--- config.mk ---
export PLATFORM = sky130hd
export DESIGN_NAME = video_palaccess
export DESIGN_NICKNAME = d
export VERILOG_FILES = /design/src/rtl/video_palaccess.sv
export SDC_FILE = /design/constraint.sdc
export NUM_CORES = 1
export LEC_CHECK = 0
export BUFFER_PORTS_ARGS = -buffer_cell sky130_fd_sc_hd__buf_2
export CORE_ASPECT_RATIO = 1.2
export CORE_UTILIZATION = 42
export CTS_CLUSTER_DIAMETER = 40
export DETAILED_ROUTE_END_ITERATION = 16
export GPL_TIMING_DRIVEN = 1
export PLACE_DENSITY = 0.64
export REMOVE_ABC_BUFFERS = 1
export SLEW_MARGIN = 20
export SYNTH_ARGS = -nofsm -noshare
export SYNTH_HDL_FRONTEND = slang
export SYNTH_SLANG_ARGS = --single-unit
--- constraint.sdc ---
create_clock -name clk -period 2 [get_ports clk]
set_clock_uncertainty 0.05 [all_clocks]
set_input_delay 0.1 -clock clk [delete_from_list [all_inputs] [get_ports clk]]
set_output_delay 0.1 -clock clk [all_outputs]
set_load 0.005 [all_outputs]
--- src/rtl/video_palaccess.sv ---
// CPU access sequencer for the 16-entry video palette: steers the mixer border index to the
// requested entry, waits for an out-of-window cycle, then strobes a write or captures readback.
module video_palaccess #(
  parameter int TIMEOUT = 2048,
  parameter int TMO_W   = 11
) (
  input  logic       clk,
  input  logic       rst_n,
  input  logic       hpix,
  input  logic       vpix,
  input  logic [3:0] zx_border,
  output logic [3:0] border_out,
  input  logic       cpu_req,
  input  logic       cpu_wrnrd,
  input  logic [3:0] cpu_idx,
  input  logic [5:0] cpu_data,
  output logic       atm_palwr,
  output logic [5:0] atm_paldata,
  input  logic [5:0] palcolor,
  output logic       busy,
  output logic       done,
  output logic       err,
  output logic [5:0] rd_data
);

  // state  | meaning
  // IDLE   | border follows zx_border, accepts cpu_req
  // SETUP  | border index forced to the requested palette entry
  // WAIT   | waiting for an out-of-window cycle, timeout counter running
  // RDCAP  | capture palette readback for a read
  // DONE   | completion pulse, border handed back to zx_border
  typedef enum logic [2:0] {
    S_IDLE,
    S_SETUP,
    S_WAIT,
    S_RDCAP,
    S_DONE
  } state_t;

  localparam logic [TMO_W-1:0] CNT_LAST = TMO_W'(TIMEOUT - 1);

  state_t           state_q, state_d;
  logic [3:0]       idx_q, idx_d;
  logic             wr_q, wr_d;
  logic [5:0]       paldata_q, paldata_d;
  logic [5:0]       rd_q, rd_d;
  logic             err_q, err_d;
  logic [3:0]       border_q, border_d;
  logic [TMO_W-1:0] cnt_q, cnt_d;
  logic             win;
  logic             palwr;
  logic             done_p;

  assign win = hpix & vpix;

  always_comb begin
    state_d   = state_q;
    idx_d     = idx_q;
    wr_d      = wr_q;
    paldata_d = paldata_q;
    rd_d      = rd_q;
    err_d     = err_q;
    border_d  = border_q;
    cnt_d     = cnt_q;
    palwr     = 1'b0;
    done_p    = 1'b0;
    case (state_q)
      S_IDLE: begin
        border_d = zx_border;
        if (cpu_req) begin
          idx_d     = cpu_idx;
          wr_d      = cpu_wrnrd;
          paldata_d = cpu_data;
          err_d     = 1'b0;
          cnt_d     = '0;
          state_d   = S_SETUP;
        end
      end
      S_SETUP: begin
        border_d = idx_q;
        state_d  = S_WAIT;
      end
      S_WAIT: begin
        cnt_d = cnt_q + TMO_W'(1);
        // An out-of-window cycle wins over a simultaneous timeout.
        if (!win) begin
          if (wr_q) begin
            palwr   = 1'b1;
            state_d = S_DONE;
          end else begin
            state_d = S_RDCAP;
          end
        end else if (cnt_q == CNT_LAST) begin
          err_d   = 1'b1;
          state_d = S_DONE;
        end
      end
      S_RDCAP: begin
        rd_d    = palcolor;
        state_d = S_DONE;
      end
      S_DONE: begin
        done_p   = 1'b1;
        border_d = zx_border;
        state_d  = S_IDLE;
      end
      default: state_d = S_IDLE;
    endcase
  end

  always_ff @(posedge clk) begin
    if (!rst_n) begin
      state_q   <= S_IDLE;
      idx_q     <= '0;
      wr_q      <= 1'b0;
      paldata_q <= '0;
      rd_q      <= '0;
      err_q     <= 1'b0;
      border_q  <= '0;
      cnt_q     <= '0;
    end else begin
      state_q   <= state_d;
      idx_q     <= idx_d;
      wr_q      <= wr_d;
      paldata_q <= paldata_d;
      rd_q      <= rd_d;
      err_q     <= err_d;
      border_q  <= border_d;
      cnt_q     <= cnt_d;
    end
  end

  assign border_out  = border_q;
  assign atm_palwr   = palwr;
  assign atm_paldata = paldata_q;
  assign busy        = (state_q != S_IDLE);
  assign done        = done_p;
  assign err         = err_q;
  assign rd_data     = rd_q;

endmodule

==> key figures, run 1 <==
Status
  • Status: completed

Synth
  • Area contributors post-synth: dfxtp_1 (46%), nand2_1 (7.4%), mux2i_1 (6.4%)
  • Syn. warnings: 0
  • Synthesized flop and latch total: 36
  • Area leader, netlist: dfxtp_1
  • Seq/Total Area, Yosys: a little under half
  • Synth cell types: 35
  • Post-synth ARST share: 0%
  • Main synth FF type: dfxtp_1
  • Most frequent cell after synthesis: dfxtp_1
  • Cells after synthesis: 186
  • EDFF count, synth: 0
  • Synth top cells by count: dfxtp_1 (36), nand2_1 (31), a21oi_1 (17)
  • Mapped Area: 1570 um^2
  • Average instance area after synthesis: about 8.4 um^2
  • Share of the synthesized area in the top cell type: a little under half

Clock tree
  • Clock Tree Root: clkbuf_8
  • Num CTS Buffers: 5
  • Maximum buffer depth of the clock tree: 2
  • Worst-Skew Late Latency: 0.29 ns
  • CTS tree: yes
  • H-tree levels: 2
  • Total clock sinks: 36
  • Post-CTS setup buffer count: 0
  • CTS clock-pin slew for the worst setup and hold paths: around 0.070 ns
  • CTS resizes: 0

Global routing
  • GR Overflow Total: 0
  • Largest net degree at the start of global routing: 20
  • Number of global-route vias before repair: roughly 1400
  • First-pass GRT wire length: approximately 6.3 mm
  • Initial antenna violation count: 0
  • Total Routing Usage GR: about a fifth

Placed design
  • PortBufs: 45
  • Setup WS pre-CTS: ~0.20 ns
  • Placer Congestion: around 0.74
  • DP HPWL: about 2.5 mm
  • Post-Place Cell Area: 1850 um^2

Route
  • Vias per inst: ~5.3
  • Post-route ant nets: 0
  • Post-route DRC: 0
  • Drt initial violations: 28
  • Final wirelength: ~3.7 mm
  • Detailed Routing Iterations Pass 1: 4
  • DR WL/cell: approximately 13 um
  • Vias: approximately 1500

Setup path
  • Startpoint types: register
  • Worst EP required: roughly 2.1 ns
  • Arrival @ worst endpoint: 1.92 ns
  • CP Max Fanout: 19
  • Critical path type: reg -> reg
  • CP Capture Type: register

Power and ir drop
  • Peak supply drop: 557 uV
  • Power density over the cells: roughly 770 nW/um^2
  • Total chip power: between 1.5 and 2 mW
  • Leakage: just over 0.9 nW

Run
  • Max cap viols: 0

Layout
  • Final Net Count: around 270
  • Area grow syn2layout: 32.4%
  • Final Cell Area: 2080 um^2
  • Utilization after layout: 57.7%
  • Layout cells sized above 1: between 20% and 30%
  • FILL cells: around 340
  • Inserted Diodes: 0

STA
  • Tmin final: about 1.8 ns
  • Final worst slack: 0.192 ns
  • RSZ-0062 raised after global routing: no
  • Final hold viol count: 0
  • Max Fclk: roughly 550 MHz
  • Setup TNS: 0 ns
  • Worst rel slew slack: roughly 64%
  • Slew of the pin with the lowest slew margin: between 0.5 and 0.6 ns
  • Final setup violation count: 0
  • Final period util: ~90%
  • Pins Over Slew Limit: 0

Floorplanning
  • Cell row count: 24
  • Die Wd: between 50 and 60 um
  • IO Pins: 46
  • Chip Height: 69.0 um
  • Core area: about 3600 um^2
  • Initial Util: 43.6%
  • Die area: about 4000 um^2

Worst hold path
  • Worst min path class: in -> reg
worst paths after layout:
check	start	endpoint	slack [ns]	depth (start not counted)
hold / removal	cpu_idx[0]	idx_q[0]$_SDFFE_PN0P_	0.001	3
setup reg to reg	state_q[0]$_SDFFE_PN0P_	cnt_q[6]$_SDFFE_PN0P_	0.19	3
hold reg to reg	idx_q[2]$_SDFFE_PN0P_	idx_q[2]$_SDFFE_PN0P_	0.40	2
setup / recovery	state_q[0]$_SDFFE_PN0P_	cnt_q[6]$_SDFFE_PN0P_	0.19	3
worst max-delay path, cell delays in order, from the launching register on:
cell and delay, ns:
dfxtp_1 0.40, or4b_2 0.90, o311ai_0 0.20, a21oi_1 0.12
final cells by class:
type                            instances  area [um^2]  area share, %
Multi-Input combinational cell        134          786           37.8
Tap cell                               39         48.8           2.35
Inverter                                4         15.0          0.722
Sequential cell                        36          721           34.6
Clock buffer                            6         82.6           3.97
Clock inverter                          2         10.0          0.481
Timing Repair Buffer                   66          418           20.1
flip-flops by register name (all words and copies together) (netlist names):
name         cells
state_q          3
err              1
wr_q             1
rd_data          6
idx_q            4
atm_paldata      6
border_out       4
cnt_q           11
repair_timing:
action	in CTS	in global routing
endpoints found under the setup margin	0	0
hold buffers	14	0
hold endpoints to repair	14	0
logic make-up after synthesis:
family          Yosys count  synth area share (%)
buf+inv                  16                  4.54
compound gates           41                  16.4
flops                    36                  45.9
fa+ha+maj                 1                 0.796
mux                      10                  6.37
simple gates             82                  26.0
where the power goes:
| group | total, mW | switching (mW) | internal, mW |
|---|---|---|---|
| clock | 0.541 | 0.266 | 0.275 |
| combinational | 0.263 | 0.139 | 0.124 |
| sequential | 0.790 | 0.0312 | 0.759 |
| total | 1.59 | 0.436 | 1.16 |
metal layers:
metal  vias up  wire [um]  track usage (%)
met3         4        166             5.25
met5         -          0                0
met2        38       1800             32.6
li1        788          -                -
met4         0         43             7.14
met1       696       1660             25.5
placed cells by master, fill, tap and decap left out, types with 2 or more instances in the layout:
cell type / instances
o311ai_0: 2
nor4_1: 3
nand2b_1: 3
nor3b_1: 2
a311oi_1: 4
or4_1: 3
dlygate4sd3_1: 14
a211oi_1: 3
nor3_1: 3
clkbuf_8: 6
nand3_1: 9
and2_1: 2
a21oi_1: 17
buf_2: 45
o21ai_0: 6
nand4_1: 2
dfxtp_1: 36
clkinv_2: 2
nand2_1: 31
or3_1: 4
mux2i_1: 10
inv_1: 4
o31ai_1: 3
nor2_1: 13
a31oi_1: 2
buf_4: 7
metrics by stage:
| stage | instances | hold slack [ns] |
|---|---|---|
| floorplan | 174 | 0.186 |
| global placement | 265 | 0.277 |
| detailed placement | 265 | 0.287 |
| CTS | 287 | 0.00374 |
| global route | 287 | 0.0126 |
| finish | 287 | 0.00147 |
Power figures use the tool's default switching activity.
==> run 2, diff against run 1 <==
Settings changed: RECOVER_POWER from default to 100.
==> key figures, run 2 (same netlist as run 1, synthesis figures left out) <==
Global routing
  • Number of global-route vias before repair: ~1400
  • Largest net degree at the start of global routing: 20
  • GR Overflow Total: 0
  • Initial antenna violation count: 0
  • Total Routing Usage GR: between 20% and 30%
  • First-pass GRT wire length: ~6.3 mm

Worst hold path
  • Worst min path class: in -> reg

Route
  • DR WL/cell: 12.8 um
  • Post-route ant nets: 0
  • Top Metal Used: met4
  • Drt initial violations: 28
  • Post-route DRC: 0
  • Final wirelength: 3.67 mm
  • Vias: roughly 1500
  • Detail Route met2 WL: approximately 1.8 mm
  • Vias per inst: approximately 5.3
  • Met3 WL: approximately 170 um
  • Detailed Routing Iterations Pass 1: 4
  • Metal-1 WL: 1.66 mm

Power and ir drop
  • Total chip power: 1.59 mW
  • Clock share of power: around a third
  • Leakage: between 0.8 and 0.9 nW
  • Peak supply drop: roughly 560 uV
  • Sequential Power Share: 49.8%
  • Power density over the cells: a little under 800 nW/um^2
  • Switching share of power: between 20% and 30%
  • Int Power: approximately 1.2 mW
  • Psw: 0.437 mW
  • Logic pwr share: between 10% and 20%

STA
  • Final setup violation count: 0
  • Final hold viol count: 0
  • Slew of the pin with the lowest slew margin: about 0.54 ns
  • Setup TNS: 0 ns
  • RSZ-0062 raised after global routing: no
  • Max Fclk: between 500 and 600 MHz
  • Tmin final: 1.81 ns
  • Final period util: approximately nine tenths
  • Pins Over Slew Limit: 0
  • Worst rel slew slack: 63.8%

Floorplanning
  • Initial Util: between 40% and 50%
  • Die area: ~4000 um^2
  • Chip Height: slightly below 70 um
  • Die Wd: approximately 58 um
  • Core area: ~3600 um^2
  • Cell row count: 24
  • IO Pins: 46

Clock tree
  • H-tree levels: 2
  • Total clock sinks: 36
  • Clock Tree Root: clkbuf_8
  • CTS clock-pin slew for the worst setup and hold paths: roughly 0.080 ns
  • Worst-Skew Late Latency: between 0.2 and 0.3 ns
  • # hold bufs at CTS: 14
  • CTS resizes: 0
  • Post-CTS setup buffer count: 0
  • Num CTS Buffers: 5
  • CTS tree: yes
  • Maximum buffer depth of the clock tree: 2

Layout
  • Area grow syn2layout: 31.1%
  • Utilization after layout: around 57%
  • Final Cell Area: ~2000 um^2
  • Layout cells sized above 1: around 20%
  • Commonest non-fill, non-tap cells in the layout: dfxtp_1 (36), buf_2 (34), nand2_1 (31)
  • Commonest non-fill, non-tap cell in the layout: dfxtp_1
  • Max reg flops: 11
  • Final Net Count: between 200 and 300
  • Inserted Diodes: 0
  • FILL cells: about 340
  • Largest reg by FF count: cnt_q

Placed design
  • PortBufs: 45
  • DP HPWL: ~2.5 mm
  • Post-Place Cell Area: 1850 um^2
  • Placer Congestion: about 0.74

Setup path
  • Startpoint types: register
  • Worst EP required: 2.11 ns
  • CP Capture Type: register
  • Critical path type: reg -> reg
  • Arrival @ worst endpoint: approximately 1.9 ns
  • CP Max Fanout: 19

Status
  • Status: completed

Run
  • Max cap viols: 0
## run 2: cell count changes in the layout (fill, tap and decap cells not counted), sizes merged
cell    change
buf        -12
clkbuf     +12
## run 2: routing by layer
metal | vias to the layer above | track usage [%]
li1 | 790 | -
met1 | 698 | 25.5
met2 | 40 | 32.6
met3 | 4 | 5.25
met4 | 0 | 7.14
met5 | - | 0
## run 2: worst paths after layout
path,start,end,slack (ns),cells past startpoint
worst min-delay path,cpu_idx[0],idx_q[0]$_SDFFE_PN0P_,0.0002,3
worst max register to register,state_q[0]$_SDFFE_PN0P_,cnt_q[6]$_SDFFE_PN0P_,0.19,3
worst max-delay path,state_q[0]$_SDFFE_PN0P_,cnt_q[6]$_SDFFE_PN0P_,0.19,3
worst min register to register,idx_q[2]$_SDFFE_PN0P_,idx_q[2]$_SDFFE_PN0P_,0.40,2
## run 2: layout make-up
class,instances,area (um^2),share of cell area [%]
multi-input combinational,134,786,38.2
sequential,36,721,35.0
timing repair buffer,66,397,19.3
clock buffer,6,82.6,4.01
tap,39,48.8,2.37
inverter,4,15.0,0.729
clock inverter,2,10.0,0.486
## run 2: metrics by stage
step | cells | setup slack [ns] | hold WS [ns]
6_report | 287 | 0.191 | 0.000153
5_1_grt | 287 | 0.134 | 0.0126
4_1_cts | 287 | 0.193 | 0.00374
3_5_place_dp | 265 | 0.201 | 0.287
3_3_place_gp | 265 | 0.221 | 0.277
2_1_floorplan | 174 | 0.120 | 0.186
## run 2: power by group through the flow
stage	Combinational [mW]	Clock [mW]	Sequential, mW
floorplan	0.122	0	0.811
global placement	0.243	0	0.805
detailed placement	0.243	0	0.806
CTS	0.264	0.555	0.790
global route	0.291	0.584	0.796
finish	0.256	0.542	0.790
## run 2: worst max-delay path: stages (launching register included)
cell	delay, ns
dfxtp_1	0.40
or4b_2	0.90
o311ai_0	0.20
a21oi_1	0.12
